`config.mk`:
```
export PLATFORM = sky130hd
export DESIGN_NAME = alu24_ctrl_seq
export DESIGN_NICKNAME = d
export VERILOG_FILES = /design/src/rtl/alu24_pkg.sv /design/src/rtl/alu24_ctrl_seq.sv
export SDC_FILE = /design/constraint.sdc
export NUM_CORES = 1
export LEC_CHECK = 0
export ABC_AREA = 1
export CORE_ASPECT_RATIO = 1.75
export CORE_MARGIN = 5
export CORE_UTILIZATION = 30
export CTS_CLUSTER_DIAMETER = 60
export DETAILED_ROUTE_END_ITERATION = 7
export GPL_TIMING_DRIVEN = 1
export PLACE_DENSITY = 0.59
export REMOVE_ABC_BUFFERS = 1
export SLEW_MARGIN = 0
export SYNTH_ARGS = -nofsm -noshare
export SYNTH_HDL_FRONTEND = slang
export SYNTH_SLANG_ARGS = --single-unit
```
`constraint.sdc`:
```
create_clock -name clk -period 3.4 [get_ports clk]
set_input_delay 1.02 -clock clk [delete_from_list [all_inputs] [get_ports clk]]
set_output_delay 1.02 -clock clk [all_outputs]
set_load 0.02 [all_outputs]
```
`src/rtl/alu24_pkg.sv`:
```
// Shared constants and state type for the 24-bit ALU control sequencer:
// MIPS ALU-control op codes, ALU mux select encodings and FSM states.
package alu24_pkg;

    localparam int W = 24;

    localparam logic [2:0] OP_AND = 3'b000;
    localparam logic [2:0] OP_OR  = 3'b001;
    localparam logic [2:0] OP_ADD = 3'b010;
    localparam logic [2:0] OP_SUB = 3'b110;
    localparam logic [2:0] OP_SLT = 3'b111;

    localparam logic [1:0] SEL_AND  = 2'b00;
    localparam logic [1:0] SEL_OR   = 2'b01;
    localparam logic [1:0] SEL_ADD  = 2'b10;
    localparam logic [1:0] SEL_LESS = 2'b11;

    typedef enum logic [1:0] {
        ST_IDLE = 2'd0,
        ST_EXEC = 2'd1,
        ST_SLT2 = 2'd2,
        ST_DONE = 2'd3
    } state_t;

    function automatic logic is_legal(input logic [2:0] code);
        return (code == OP_AND) || (code == OP_OR) || (code == OP_ADD) ||
               (code == OP_SUB) || (code == OP_SLT);
    endfunction

endpackage

```
`src/rtl/alu24_ctrl_seq.sv`:
```
// Operation sequencer driving an external 24-bit MIPS-style ALU slice; SLT takes two passes.
// Optional carry-out flag output `co` is enabled with `define ALU24_CARRY_OUT_EN.
module alu24_ctrl_seq
    import alu24_pkg::*;
(
    input  logic         clk,
    input  logic         rst,
    input  logic         start,
    input  logic [2:0]   op,
    input  logic [W-1:0] a_in,
    input  logic [W-1:0] b_in,
    output logic         ready,
    output logic         done,
    output logic [W-1:0] result,
    output logic         zero,
    output logic         ovf,
    output logic         err,
    output logic [W-1:0] alu_a,
    output logic [W-1:0] alu_b,
    output logic         alu_cin,
    output logic         alu_binv,
    output logic         alu_sel1,
    output logic         alu_sel0,
    output logic [W-1:0] alu_less,
    input  logic [W-1:0] alu_result,
    input  logic         alu_co,
`ifdef ALU24_CARRY_OUT_EN
    output logic         co,
`endif
    output logic [1:0]   state
);

    // Handshake: a request is taken on a rising edge where start=1 and ready=1;
    // done is high for exactly one cycle and result/zero/ovf/err are valid then.

    state_t         st;
    logic [W-1:0]   a_r, b_r;
    logic [2:0]     op_r;
    logic           set_r;
    logic           v_r;
    logic [1:0]     sel;
    logic           v_now;

    // Signed overflow of a + b' where b' is the (possibly inverted) B operand.
    function automatic logic add_ovf(input logic [W-1:0] a, input logic [W-1:0] b,
                                     input logic inv, input logic [W-1:0] r);
        logic bs;
        bs = b[W-1] ^ inv;
        return (a[W-1] == bs) && (r[W-1] != a[W-1]);
    endfunction

`ifndef ALU24_CARRY_OUT_EN
    logic unused_co;
    assign unused_co = alu_co;
`endif

    assign state = st;
    assign ready = (st == ST_IDLE) || (st == ST_DONE);
    assign done  = (st == ST_DONE);
    assign v_now = add_ovf(a_r, b_r, alu_binv, alu_result);
    assign alu_sel1 = sel[1];
    assign alu_sel0 = sel[0];

    always_comb begin
        alu_a    = '0;
        alu_b    = '0;
        alu_cin  = 1'b0;
        alu_binv = 1'b0;
        alu_less = '0;
        sel      = SEL_AND;
        case (st)
            ST_EXEC: begin
                alu_a = a_r;
                alu_b = b_r;
                case (op_r)
                    OP_OR:  sel = SEL_OR;
                    OP_ADD: sel = SEL_ADD;
                    OP_SUB, OP_SLT: begin
                        sel      = SEL_ADD;
                        alu_binv = 1'b1;
                        alu_cin  = 1'b1;
                    end
                    default: sel = SEL_AND;
                endcase
            end
            ST_SLT2: begin
                alu_a    = a_r;
                alu_b    = b_r;
                sel      = SEL_LESS;
                alu_less = {{(W-1){1'b0}}, set_r};
            end
            default: ;
        endcase
    end

    always_ff @(posedge clk) begin
        if (rst) begin
            st     <= ST_IDLE;
            a_r    <= '0;
            b_r    <= '0;
            op_r   <= OP_AND;
            set_r  <= 1'b0;
            v_r    <= 1'b0;
            result <= '0;
            zero   <= 1'b1;
            ovf    <= 1'b0;
            err    <= 1'b0;
`ifdef ALU24_CARRY_OUT_EN
            co     <= 1'b0;
`endif
        end else begin
            case (st)
                ST_IDLE, ST_DONE: begin
                    if (start) begin
                        a_r  <= a_in;
                        b_r  <= b_in;
                        op_r <= op;
                        if (is_legal(op)) begin
                            st <= ST_EXEC;
                        end else begin
                            // Illegal code skips the ALU and reports immediately.
                            st     <= ST_DONE;
                            result <= '0;
                            zero   <= 1'b1;
                            ovf    <= 1'b0;
                            err    <= 1'b1;
`ifdef ALU24_CARRY_OUT_EN
                            co     <= 1'b0;
`endif
                        end
                    end else begin
                        st <= ST_IDLE;
                    end
                end
                ST_EXEC: begin
                    if (op_r == OP_SLT) begin
                        // Sign of a-b corrected for overflow gives the true a<b.
                        set_r <= alu_result[W-1] ^ v_now;
                        v_r   <= v_now;
                        st    <= ST_SLT2;
                    end else begin
                        result <= alu_result;
                        zero   <= (alu_result == '0);
                        ovf    <= (op_r == OP_ADD || op_r == OP_SUB) ? v_now : 1'b0;
                        err    <= 1'b0;
`ifdef ALU24_CARRY_OUT_EN
                        co     <= (op_r == OP_ADD || op_r == OP_SUB) ? alu_co : 1'b0;
`endif
                        st     <= ST_DONE;
                    end
                end
                ST_SLT2: begin
                    result <= alu_result;
                    zero   <= (alu_result == '0);
                    ovf    <= v_r;
                    err    <= 1'b0;
`ifdef ALU24_CARRY_OUT_EN
                    co     <= 1'b0;
`endif
                    st     <= ST_DONE;
                end
                default: st <= ST_IDLE;
            endcase
        end
    end

endmodule

```
==> impl_metrics.py <==
metrics = {
    "run_status": {
        "status": "complete, no violations",
    },
    "logic_synthesis": {
        "synth_cell_types": 25,
        "avgSynthCellArea_um2": 7.44,
        "syn_inst": 486,
        "yosysSeqAreaShare_pct": 45.4,
        "synth_area_um2": 3610,
        "synth_top_flop_cell": "dfxtp_1",
        "synth_top_cells_by_count": "82 x dfxtp_1, 73 x a21oi_1, 61 x nand2_1, 61 x nor2_1, 58 x inv_1",
        "synth_warnings": 0,
        "synth.most_common_cell": "dfxtp_1",
        "synth-edff-count": 0,
        "yosysTopAreaCell": "dfxtp_1",
        "synth_area_leaders": "dfxtp_1 45%, a21oi_1 10%, o21ai_0 7.6%, nand2_1 6.3%, nor2_1 6.3%",
        "synth_top_area_share_pct": 45.4,
        "synth-seq-cells": 82,
        "async_reset_ff_share_pct": 0,
    },
    "setup_path": {
        "cp-start-kind": "flop",
        "rrSetupSlack_ps": 1440,
        "end_kind": "primary output",
        "cp.required_ps": 2380,
        "slowest_delay_ps": 650,
        "crit_type": "flop to primary output",
        "slowest_stage": "clkdlybuf4s50_1",
        "critPathBufInv": 3,
        "cp_top_family": "buffers and inverters",
        "worst_ep_arrival_time_ps": 2170,
        "cp_cell_sequence": "inv_1, ha_4, buf_4, a21oi_1, clkdlybuf4s50_1",
        "cp_max_fo": 21,
    },
    "run": {
        "cap_violations": 0,
    },
    "layout": {
        "postLayoutCellArea_um2": 5570,
        "drive_above_1_share_pct": 7.67,
        "seqCellArea_um2": 1640,
        "multi_input_area_um2": 1500,
        "finalCoreUtilization_pct": 46.7,
        "syn_to_final_growth_pct": 54.2,
        "diodes": 0,
        "nNetsFinal": 716,
        "n_fill_cell": 1226,
    },
    "place": {
        "place_area_um2": 5230,
        "gp_congestion": 0.754,
        "hpwlAfterDp_mm": 7.66,
        "io_buffers": 161,
    },
    "drt": {
        "finalWirelength_mm": 10.2,
        "drc": 0,
        "via_per_inst": 4.45,
        "wl_per_cell_um": 13.2,
        "via_count": 3454,
        "drtPass1Iterations": 4,
        "drt_iter0_drc": 74,
        "drtAntennaViolNets": 0,
    },
    "sta": {
        "setup_viol": 0,
        "slew_viol_final": 0,
        "rsz0062_at_grt": "false",
        "period_minus_slack_ps": 3190,
        "period_share_pct": 93.9,
        "slew_headroom_pct": 62.1,
        "tightest_slew_ps": 567,
        "hold_viol": 0,
        "max_freq_mhz": 313,
        "finClkSkew_ps": 7.41,
    },
    "die": {
        "die_h_um": 155,
        "io_pins": 186,
        "die_w_um": 93.0,
        "dieArea_um2": 14400,
        "initial_core_util_pct": 30.3,
        "num_rows": 53,
        "design.core.area_um2": 11900,
    },
    "grt": {
        "grt_pass1_wl_mm": 16.1,
        "grt_usage_pct": 14.0,
        "overflow": 0,
        "grt_max_degree": 103,
        "antenna_found_initial": 0,
        "grt_pass1_vias": 3361,
    },
    "clock_network": {
        "cts_buffer_depth": 2,
        "cts_sinks": 82,
        "clock-root-buffer": "clkbuf_16",
        "h-tree-depth": 3,
        "worstSkewPairLatency_ps": 330,
        "clk_pin_slew_worst_paths_ps": 60,
        "cts_tree": "done",
        "cts_buffers": 9,
    },
    "min_path": {
        "hp-class": "flop to flop",
    },
    "pwr": {
        "ir_worst_vdd_v": 0.000388,
        "leakage_nw": 2.16,
        "p_per_area_nw_per_um2": 665,
    },
}
-- per-layer routing --
metal  track usage (%)  vias to the layer above  share of wire (%)  routed length [um]
met2              25.0                      122                 51                5250
met3              4.45                       10                6.9                 701
met5                 0                        -                  0                   0
met1              15.4                     1527                 40                4100
met4              4.82                        0                1.7                 170
li1                  -                     1795                  -                   -
-- area by class of cell --
class	count	share of cell area, %
clock buffer	11	4.18
clock inverter	5	1.84
inverter	61	4.20
multi-input combinational	312	26.9
sequential	82	29.5
tap	137	3.08
timing repair buffer	168	30.3
-- worst register-to-register path, cell delays in order (launching register included) --
cell and delay [ps]:
dfxtp_1 390, inv_1 100, ha_4 440, buf_4 290, buf_4 160, a21oi_4 70
inv_6 210, nand2_1 120, a21oi_2 130
-- sequential cells by signal (all words and copies together), names as in the netlist --
register / count
op_r: 3
v_r: 1
set_r: 1
result: 24
a_r: 24
err: 1
state: 2
zero: 1
b_r: 24
ovf: 1
-- final timing paths --
| kind | from | end | cells past startpoint |
|---|---|---|---|
| worst min register to register | a_r[11] | a_r[11] | 2 |
| worst max register to register | state[0] | result[22] | 8 |
| worst max-delay path | state[0] | alu_sel0 | 5 |
| worst min-delay path | a_r[11] | a_r[11] | 2 |
-- repair_timing --
| action | CTS | global route |
|---|---|---|
| buffers inserted | 0 | 0 |
| gates resized for setup | 1 | 0 |
| hold buffers | 0 | 0 |
| setup endpoints to repair | 13 | 0 |
| hold endpoints to repair | 0 | 0 |
-- cells in the final DEF, fill, tap and decap left out --
cell type        count
inv_1               58
inv_2                2
a21oi_2             12
inv_6                1
clkdlybuf4s50_1    161
nand3_1              5
clkbuf_1             2
conb_1              23
a21oi_1             73
buf_12               2
o21ai_1              1
ha_1                 2
nand2_2             10
bufinv_16            3
o21a_1               1
nor2_1              61
o21ai_0             55
dfxtp_1             82
a21oi_4              1
clkinv_2             1
ha_4                 1
nand2_1             60
nand4_1              4
clkbuf_16            9
clkinvlp_4           1
buf_4                5
nor4_1               2
nor2_4               1
-- power by group --
group          internal, mW  switching, mW  total [mW]
clock                 0.716          0.370        1.09
combinational         0.583          0.814        1.40
sequential             1.15         0.0770        1.22
total                  2.45           1.26        3.71
-- metrics by stage --
| step | cells | worst slack, ps | setup TNS, ps | hold WS [ps] | total power [mW] |
|---|---|---|---|---|---|
| 2_1_floorplan | 455 | -691 | -35600 | 432 | 2.00 |
| 5_1_grt | 776 | 76.7 | 0 | 465 | 3.94 |
| 3_3_place_gp | 760 | 396 | 0 | 438 | 2.63 |
| 3_5_place_dp | 760 | 336 | 0 | 444 | 2.65 |
| 6_report | 776 | 208 | 0 | 453 | 3.71 |
| 4_1_cts | 776 | 165 | 0 | 454 | 3.78 |
-- logic make-up (layout without fill, tap and decap cells) --
group,after synthesis,in the layout,synth area share [%]
buffers and inverters,114,245,15.7
other,1,23,0.104
AOI/OAI and AO/OA,143,143,21.4
and+or+nand+nor,143,143,16.3
adders and majority gates,3,3,1.04
DFF,82,82,45.4
Power figures use the tool's default switching activity.
